==> config.mk <==
export PLATFORM = sky130hd
export DESIGN_NAME = mpu_collector_array
export DESIGN_NICKNAME = d
export VERILOG_FILES = /design/src/rtl/mpu_collector_array.sv
export SDC_FILE = /design/constraint.sdc
export NUM_CORES = 1
export LEC_CHECK = 0
export ABC_AREA = 1
export BUFFER_PORTS_ARGS = -buffer_cell sky130_fd_sc_hd__buf_2
export CAP_MARGIN = 20
export CORE_MARGIN = 1.5
export CORE_UTILIZATION = 40
export DETAILED_ROUTE_END_ITERATION = 10
export GPL_TIMING_DRIVEN = 1
export HOLD_SLACK_MARGIN = 0.12
export MAX_ROUTING_LAYER = met4
export PLACE_DENSITY_LB_ADDON = 0.12
export REMOVE_ABC_BUFFERS = 1
export SLEW_MARGIN = 20
export SYNTH_ARGS = -nofsm -noshare
export SYNTH_HDL_FRONTEND = slang
export SYNTH_SLANG_ARGS = --single-unit
==> constraint.sdc <==
create_clock -name clk -period 5.5 [get_ports clk]
set_input_delay 0.55 -clock clk [delete_from_list [all_inputs] [get_ports clk]]
set_output_delay 0.55 -clock clk [all_outputs]
set_load 0.01 [all_outputs]
==> src/rtl/mpu_collector_array.sv <==
// Result collector for a ROWS x COLS FMA cluster: gathers ready cells of the active
// m x n sub-array round-robin and streams them into the matrix register file.
module mpu_collector_array #(
   parameter int FP_WIDTH = 32,
   parameter int ROWS     = 3,
   parameter int COLS     = 3,
   parameter int ADDR_W   = 4,
   parameter int IDX_W    = $clog2(((ROWS > COLS) ? ROWS : COLS) + 1)
) (
   input  logic                          clk,
   input  logic                          rst,
   input  logic                          start_in,
   input  logic [ADDR_W-1:0]             dest_addr_in,
   input  logic [IDX_W-1:0]              m_size_in,
   input  logic [IDX_W-1:0]              n_size_in,
   input  logic [ROWS*COLS*FP_WIDTH-1:0] result_in,
   input  logic [ROWS*COLS-1:0]          ready_in,
   output logic [ROWS*COLS-1:0]          result_ack_out,
   input  logic                          reg_ready_in,
   output logic                          reg_collector_en_out,
   output logic [ADDR_W-1:0]             reg_collector_addr_out,
   output logic [IDX_W-1:0]              reg_collector_i_out,
   output logic [IDX_W-1:0]              reg_collector_j_out,
   output logic [FP_WIDTH-1:0]           reg_collector_element_out,
   output logic                          busy_out,
   output logic                          done_out,
   output logic                          error_out
);

   localparam int NCELL = ROWS * COLS;
   localparam int PTR_W = (NCELL > 1) ? $clog2(NCELL) : 1;

   typedef enum logic [1:0] {S_IDLE, S_COLLECT, S_DONE} state_t;

   state_t                state_q, state_d;
   logic [NCELL-1:0]      pending_q, pending_d;
   logic [PTR_W-1:0]      rr_q, rr_d;
   logic [ADDR_W-1:0]     addr_q, addr_d;
   logic                  error_q, error_d;
   logic                  out_en_q, out_en_d;
   logic [ADDR_W-1:0]     out_addr_q, out_addr_d;
   logic [IDX_W-1:0]      out_i_q, out_i_d;
   logic [IDX_W-1:0]      out_j_q, out_j_d;
   logic [FP_WIDTH-1:0]   out_elem_q, out_elem_d;

   logic                  sizes_ok;
   logic [NCELL-1:0]      start_mask;
   logic [NCELL-1:0]      eligible;
   logic                  out_free;
   logic                  accept;
   logic                  grant_found;
   logic [PTR_W-1:0]      grant_idx;
   logic                  capture;
   int                    cand;

   always_comb begin
      sizes_ok = (m_size_in != '0) && (int'(m_size_in) <= ROWS) &&
                 (n_size_in != '0) && (int'(n_size_in) <= COLS);
      start_mask = '0;
      for (int r = 0; r < ROWS; r++) begin
         for (int c = 0; c < COLS; c++) begin
            if ((r < int'(m_size_in)) && (c < int'(n_size_in))) begin
               start_mask[r*COLS + c] = 1'b1;
            end
         end
      end
   end

   // Round-robin search: first eligible cell at or after the pointer, wrapping.
   always_comb begin
      eligible    = ready_in & pending_q;
      accept      = out_en_q & reg_ready_in;
      out_free    = ~out_en_q | reg_ready_in;
      grant_found = 1'b0;
      grant_idx   = '0;
      cand        = 0;
      for (int k = 0; k < NCELL; k++) begin
         cand = int'(rr_q) + k;
         if (cand >= NCELL) begin
            cand = cand - NCELL;
         end
         if (!grant_found && eligible[cand]) begin
            grant_found = 1'b1;
            grant_idx   = PTR_W'(cand);
         end
      end
      capture = (state_q == S_COLLECT) && grant_found && out_free;
   end

   always_ff @(posedge clk or negedge rst) begin
      if (!rst) begin
         state_q    <= S_IDLE;
         pending_q  <= '0;
         rr_q       <= '0;
         addr_q     <= '0;
         error_q    <= 1'b0;
         out_en_q   <= 1'b0;
         out_addr_q <= '0;
         out_i_q    <= '0;
         out_j_q    <= '0;
         out_elem_q <= '0;
      end else begin
         state_q    <= state_d;
         pending_q  <= pending_d;
         rr_q       <= rr_d;
         addr_q     <= addr_d;
         error_q    <= error_d;
         out_en_q   <= out_en_d;
         out_addr_q <= out_addr_d;
         out_i_q    <= out_i_d;
         out_j_q    <= out_j_d;
         out_elem_q <= out_elem_d;
      end
   end

   always_comb begin
      state_d   = state_q;
      pending_d = pending_q;
      rr_d      = rr_q;
      addr_d    = addr_q;
      error_d   = 1'b0;
      case (state_q)
         S_IDLE: begin
            if (start_in) begin
               if (sizes_ok) begin
                  state_d   = S_COLLECT;
                  pending_d = start_mask;
                  addr_d    = dest_addr_in;
               end else begin
                  error_d = 1'b1;
               end
            end
         end
         S_COLLECT: begin
            error_d = start_in;
            if (capture) begin
               pending_d[grant_idx] = 1'b0;
               rr_d = (grant_idx == PTR_W'(NCELL - 1)) ? '0 : grant_idx + PTR_W'(1);
            end
            if ((pending_q == '0) && out_free) begin
               state_d = S_DONE;
            end
         end
         S_DONE: begin
            error_d = start_in;
            state_d = S_IDLE;
         end
         default: state_d = S_IDLE;
      endcase
   end

   // A capture reloads the output register in the same cycle an accept empties it.
   always_comb begin
      out_en_d   = out_en_q;
      out_addr_d = out_addr_q;
      out_i_d    = out_i_q;
      out_j_d    = out_j_q;
      out_elem_d = out_elem_q;
      if (capture) begin
         out_en_d   = 1'b1;
         out_addr_d = addr_q;
         out_i_d    = IDX_W'(int'(grant_idx) / COLS);
         out_j_d    = IDX_W'(int'(grant_idx) % COLS);
         out_elem_d = result_in[grant_idx*FP_WIDTH +: FP_WIDTH];
      end else if (accept) begin
         out_en_d = 1'b0;
      end

      result_ack_out            = capture ? (NCELL'(1) << grant_idx) : '0;
      reg_collector_en_out      = out_en_q;
      reg_collector_addr_out    = out_addr_q;
      reg_collector_i_out       = out_i_q;
      reg_collector_j_out       = out_j_q;
      reg_collector_element_out = out_elem_q;
      busy_out                  = (state_q == S_COLLECT) || (state_q == S_DONE);
      done_out                  = (state_q == S_DONE);
      error_out                 = error_q;
   end

endmodule

==> metrics.json <==
{
  "synth": {
    "synth_enable_flop_cells": 0,
    "async_reset_ff_share_pct": 100,
    "synth.top_cell.area_share_pct": 29.3,
    "synth.yosys.warnings": 0,
    "yosys.cell_types.count": 43,
    "synth.avg_cell_area_um2": 5.62,
    "synth-main-ff-cell": "sky130_fd_sc_hd__dfrtp_1",
    "netlist.top_cell.by_area": "sky130_fd_sc_hd__nand2_1",
    "yosys-top-cells-area": "sky130_fd_sc_hd__nand2_1 29%, sky130_fd_sc_hd__dfrtp_1 18%, sky130_fd_sc_hd__nand3_1 12%, sky130_fd_sc_hd__nand4_1 8.0%, sky130_fd_sc_hd__ha_1 5.2%",
    "syn-instance-count": 1529,
    "postSynthRegisterBits": 61,
    "mappedNetlistArea_um2": 8590,
    "seq_area_frac_synth_pct": 17.8
  },
  "critical_path": {
    "peak_fanout_along_the_critical_path": 37,
    "startpoint_type": "flip-flop",
    "crit_slowest_cell": "sky130_fd_sc_hd__dfrtp_2",
    "critical_path_arrival_ps": 4590,
    "cp.depth": 23,
    "worstReg2RegStart": "rr_q[0]",
    "critical-path-max-stage-delay_ps": 470,
    "timing.critical_path.to_type": "output pin",
    "critical_path.most_common_cell": "sky130_fd_sc_hd__inv_1",
    "timing_worst_setup_path_type": "reg2out",
    "critical_path_origin": "rr_q[2]",
    "critical_path.top_delay_family": "simple AND/OR/NAND/NOR gates",
    "rr_worst_depth": 31,
    "buffers_inverters_on_critical_path": 7,
    "critPathRequiredTime_ps": 4950,
    "critical_path.cell_chain": "inv_2, ha_1, inv_1, ha_1, inv_1, nand2_1, inv_1, nand2_2, o21ai_1, inv_2, nand3_1, nand3_1, nand2_2, nand3_2, nor2_4, nand4_1, nor2_2, nand4_1, nand3_2, buf_4, nand2_1, nor2_2, buf_2"
  },
  "global_route": {
    "pin_count_of_the_biggest_net_entering_global_routing": 97,
    "gr-usage-all-layers_pct": 35.8,
    "grt_pass1_wl_mm": 60.3,
    "antenna_found_initial": 7,
    "grt.overflow.total": 0,
    "first_global_vias": 11100
  },
  "detailed_routing": {
    "routed.top_layer": "met4",
    "post_drt_via_cell_ratio": 5.47,
    "drc": 0,
    "met3_wirelength_mm": 2.78,
    "drt_pass1_iterations": 5,
    "vias": 11600,
    "route.detailed.wl_per_inst_um": 18.3,
    "drt_iter0_drc": 1051,
    "met1Wirelength_mm": 16.1,
    "detailroute.wirelength.met2_mm": 18.4,
    "routed_wl_mm": 38.9,
    "final_antenna_net_count": 0
  },
  "clock_network": {
    "worstSkewPairLatency_ps": 340,
    "clk_pin_slew_ps": 50,
    "cts_sinks": 61,
    "htreeDepth": 3,
    "cts_inserted_buffers": 9,
    "clock_path_buffers": 2,
    "cts_tree": "yes",
    "clk_root_buffer_cell": "sky130_fd_sc_hd__clkbuf_16"
  },
  "floorplan": {
    "die_w_um": 150,
    "die_area_um2": 22400,
    "start_util_pct": 40.8,
    "core_area_um2": 21000,
    "design.portCount": 362,
    "die_h_um": 150,
    "core.rowCount": 53
  },
  "placed_design": {
    "routabilityCongestion": 0.983,
    "preCtsSetupSlack_ps": 498,
    "dpl.hpwl_mm": 29.7,
    "place_inst": 2100,
    "port-buffer-count": 361,
    "placed_cell_area_um2": 10500
  },
  "sta": {
    "timing_max_transition_violations_final": 0,
    "post-route-period-util_pct": 93.4,
    "final.setup_skew_ps": 7.84,
    "timing.final.ws_setup_ps": 360,
    "max_freq_ghz": 0.195,
    "layout_min_cycle_time_ps": 5140,
    "relSlewSlack_pct": 28.2,
    "timing.final.hold_violations": 0,
    "setup_viol": 0,
    "worst_slew_pin_slew_ps": 1080
  },
  "cells_and_area": {
    "finalCoreUtilization_pct": 51.7,
    "final_non_filler_cells": 2128,
    "layout-drive-gt1-share_pct": 25.7,
    "final_nets": 2187,
    "filler_cell_count": 2340,
    "mostFrequentLayoutCell": "sky130_fd_sc_hd__nand2_1",
    "area_delta_synth_final_pct": 26.5,
    "final_cell_mix": "671 x sky130_fd_sc_hd__nand2_1, 361 x sky130_fd_sc_hd__buf_2, 202 x sky130_fd_sc_hd__nand3_1",
    "stdcell_area_um2": 10900
  },
  "run_status": {
    "run_status": "completed"
  },
  "flow_run": {
    "number_of_violations_of_the_max_capacitance_limit": 0
  },
  "worst_hold_path": {
    "worst_hold_path_type": "in2async"
  }
}
[synth_stat cells (5+ instances only)]
cell type and instances:
sky130_fd_sc_hd__buf_1 7, sky130_fd_sc_hd__nand2_1 671, sky130_fd_sc_hd__inv_2 14, sky130_fd_sc_hd__nand3_2 8, sky130_fd_sc_hd__o211ai_1 13, sky130_fd_sc_hd__ha_1 36
sky130_fd_sc_hd__a21oi_1 52, sky130_fd_sc_hd__buf_6 11, sky130_fd_sc_hd__nand4_1 110, sky130_fd_sc_hd__buf_4 6, sky130_fd_sc_hd__nand2_2 18, sky130_fd_sc_hd__nor2_1 78
sky130_fd_sc_hd__clkbuf_1 31, sky130_fd_sc_hd__dfrtp_1 61, sky130_fd_sc_hd__nand3_1 204, sky130_fd_sc_hd__o21ai_1 17, sky130_fd_sc_hd__o21ai_0 31, sky130_fd_sc_hd__nor3_1 8
sky130_fd_sc_hd__inv_1 71, sky130_fd_sc_hd__buf_2 36, sky130_fd_sc_hd__a31oi_1 5
[final timing paths]
check,end,slack [ps]
hold reg to reg,reg_collector_element_out[15],470
setup reg to reg,reg_collector_j_out[1],690
max in group asynchronous,rr_q[2],4480
min in group clk,addr_q[0],460
setup / recovery,result_ack_out[8],360
hold / removal,pending_q[5],380
[layer usage]
| metal | vias up | global-route usage [%] |
|---|---|---|
| li1 | 5685 | - |
| met1 | 5346 | 44.4 |
| met2 | 521 | 57.4 |
| met3 | 96 | 5.67 |
| met4 | 0 | 15.3 |
| met5 | - | - |
[logic make-up after synthesis]
| kind of cell | synth area share (%) |
|---|---|
| compound gates | 8.09 |
| buf+inv | 9.51 |
| fa+ha+maj | 5.25 |
| flops | 17.8 |
| simple gates | 57.8 |
| xor+xnor | 1.53 |
[area by class of cell]
class / count / area, um^2 / area share, %
repair buffers: 393 / 2060 / 19.0
well taps: 275 / 344 / 3.17
multi-input cells: 1291 / 6280 / 57.8
clock inverters: 4 / 72.6 / 0.668
flip-flops and latches: 61 / 1530 / 14.1
clock buffers: 11 / 243 / 2.23
diodes: 7 / 17.5 / 0.161
inverters: 86 / 325 / 2.99
[state kept, by name, indices dropped and copies added, names as in the netlist]
name	count
addr_q	4
error_out	1
pending_q	9
reg_collector_addr_out	4
reg_collector_element_out	32
reg_collector_en_out	1
reg_collector_i_out	2
reg_collector_j_out	2
rr_q	4
state_q	2
[stage by stage]
| stage | setup TNS, ps | hold WS [ps] |
|---|---|---|
| global route | -0.0400 | 462 |
| CTS | 0 | 430 |
| floorplan | -102350 | 254 |
| detailed placement | 0 | 460 |
| finish | 0 | 382 |
| global placement | 0 | 460 |
[timing repair]
action | CTS | global route
hold buffers | 0 | 0
setup buffers | 0 | 6
endpoints found under the setup margin | 0 | 12
resized for setup | 0 | 2
Power is left out: the tool's default activity adds up to more than one toggle a clock period on the data nets, which glitch-free logic cannot reach.
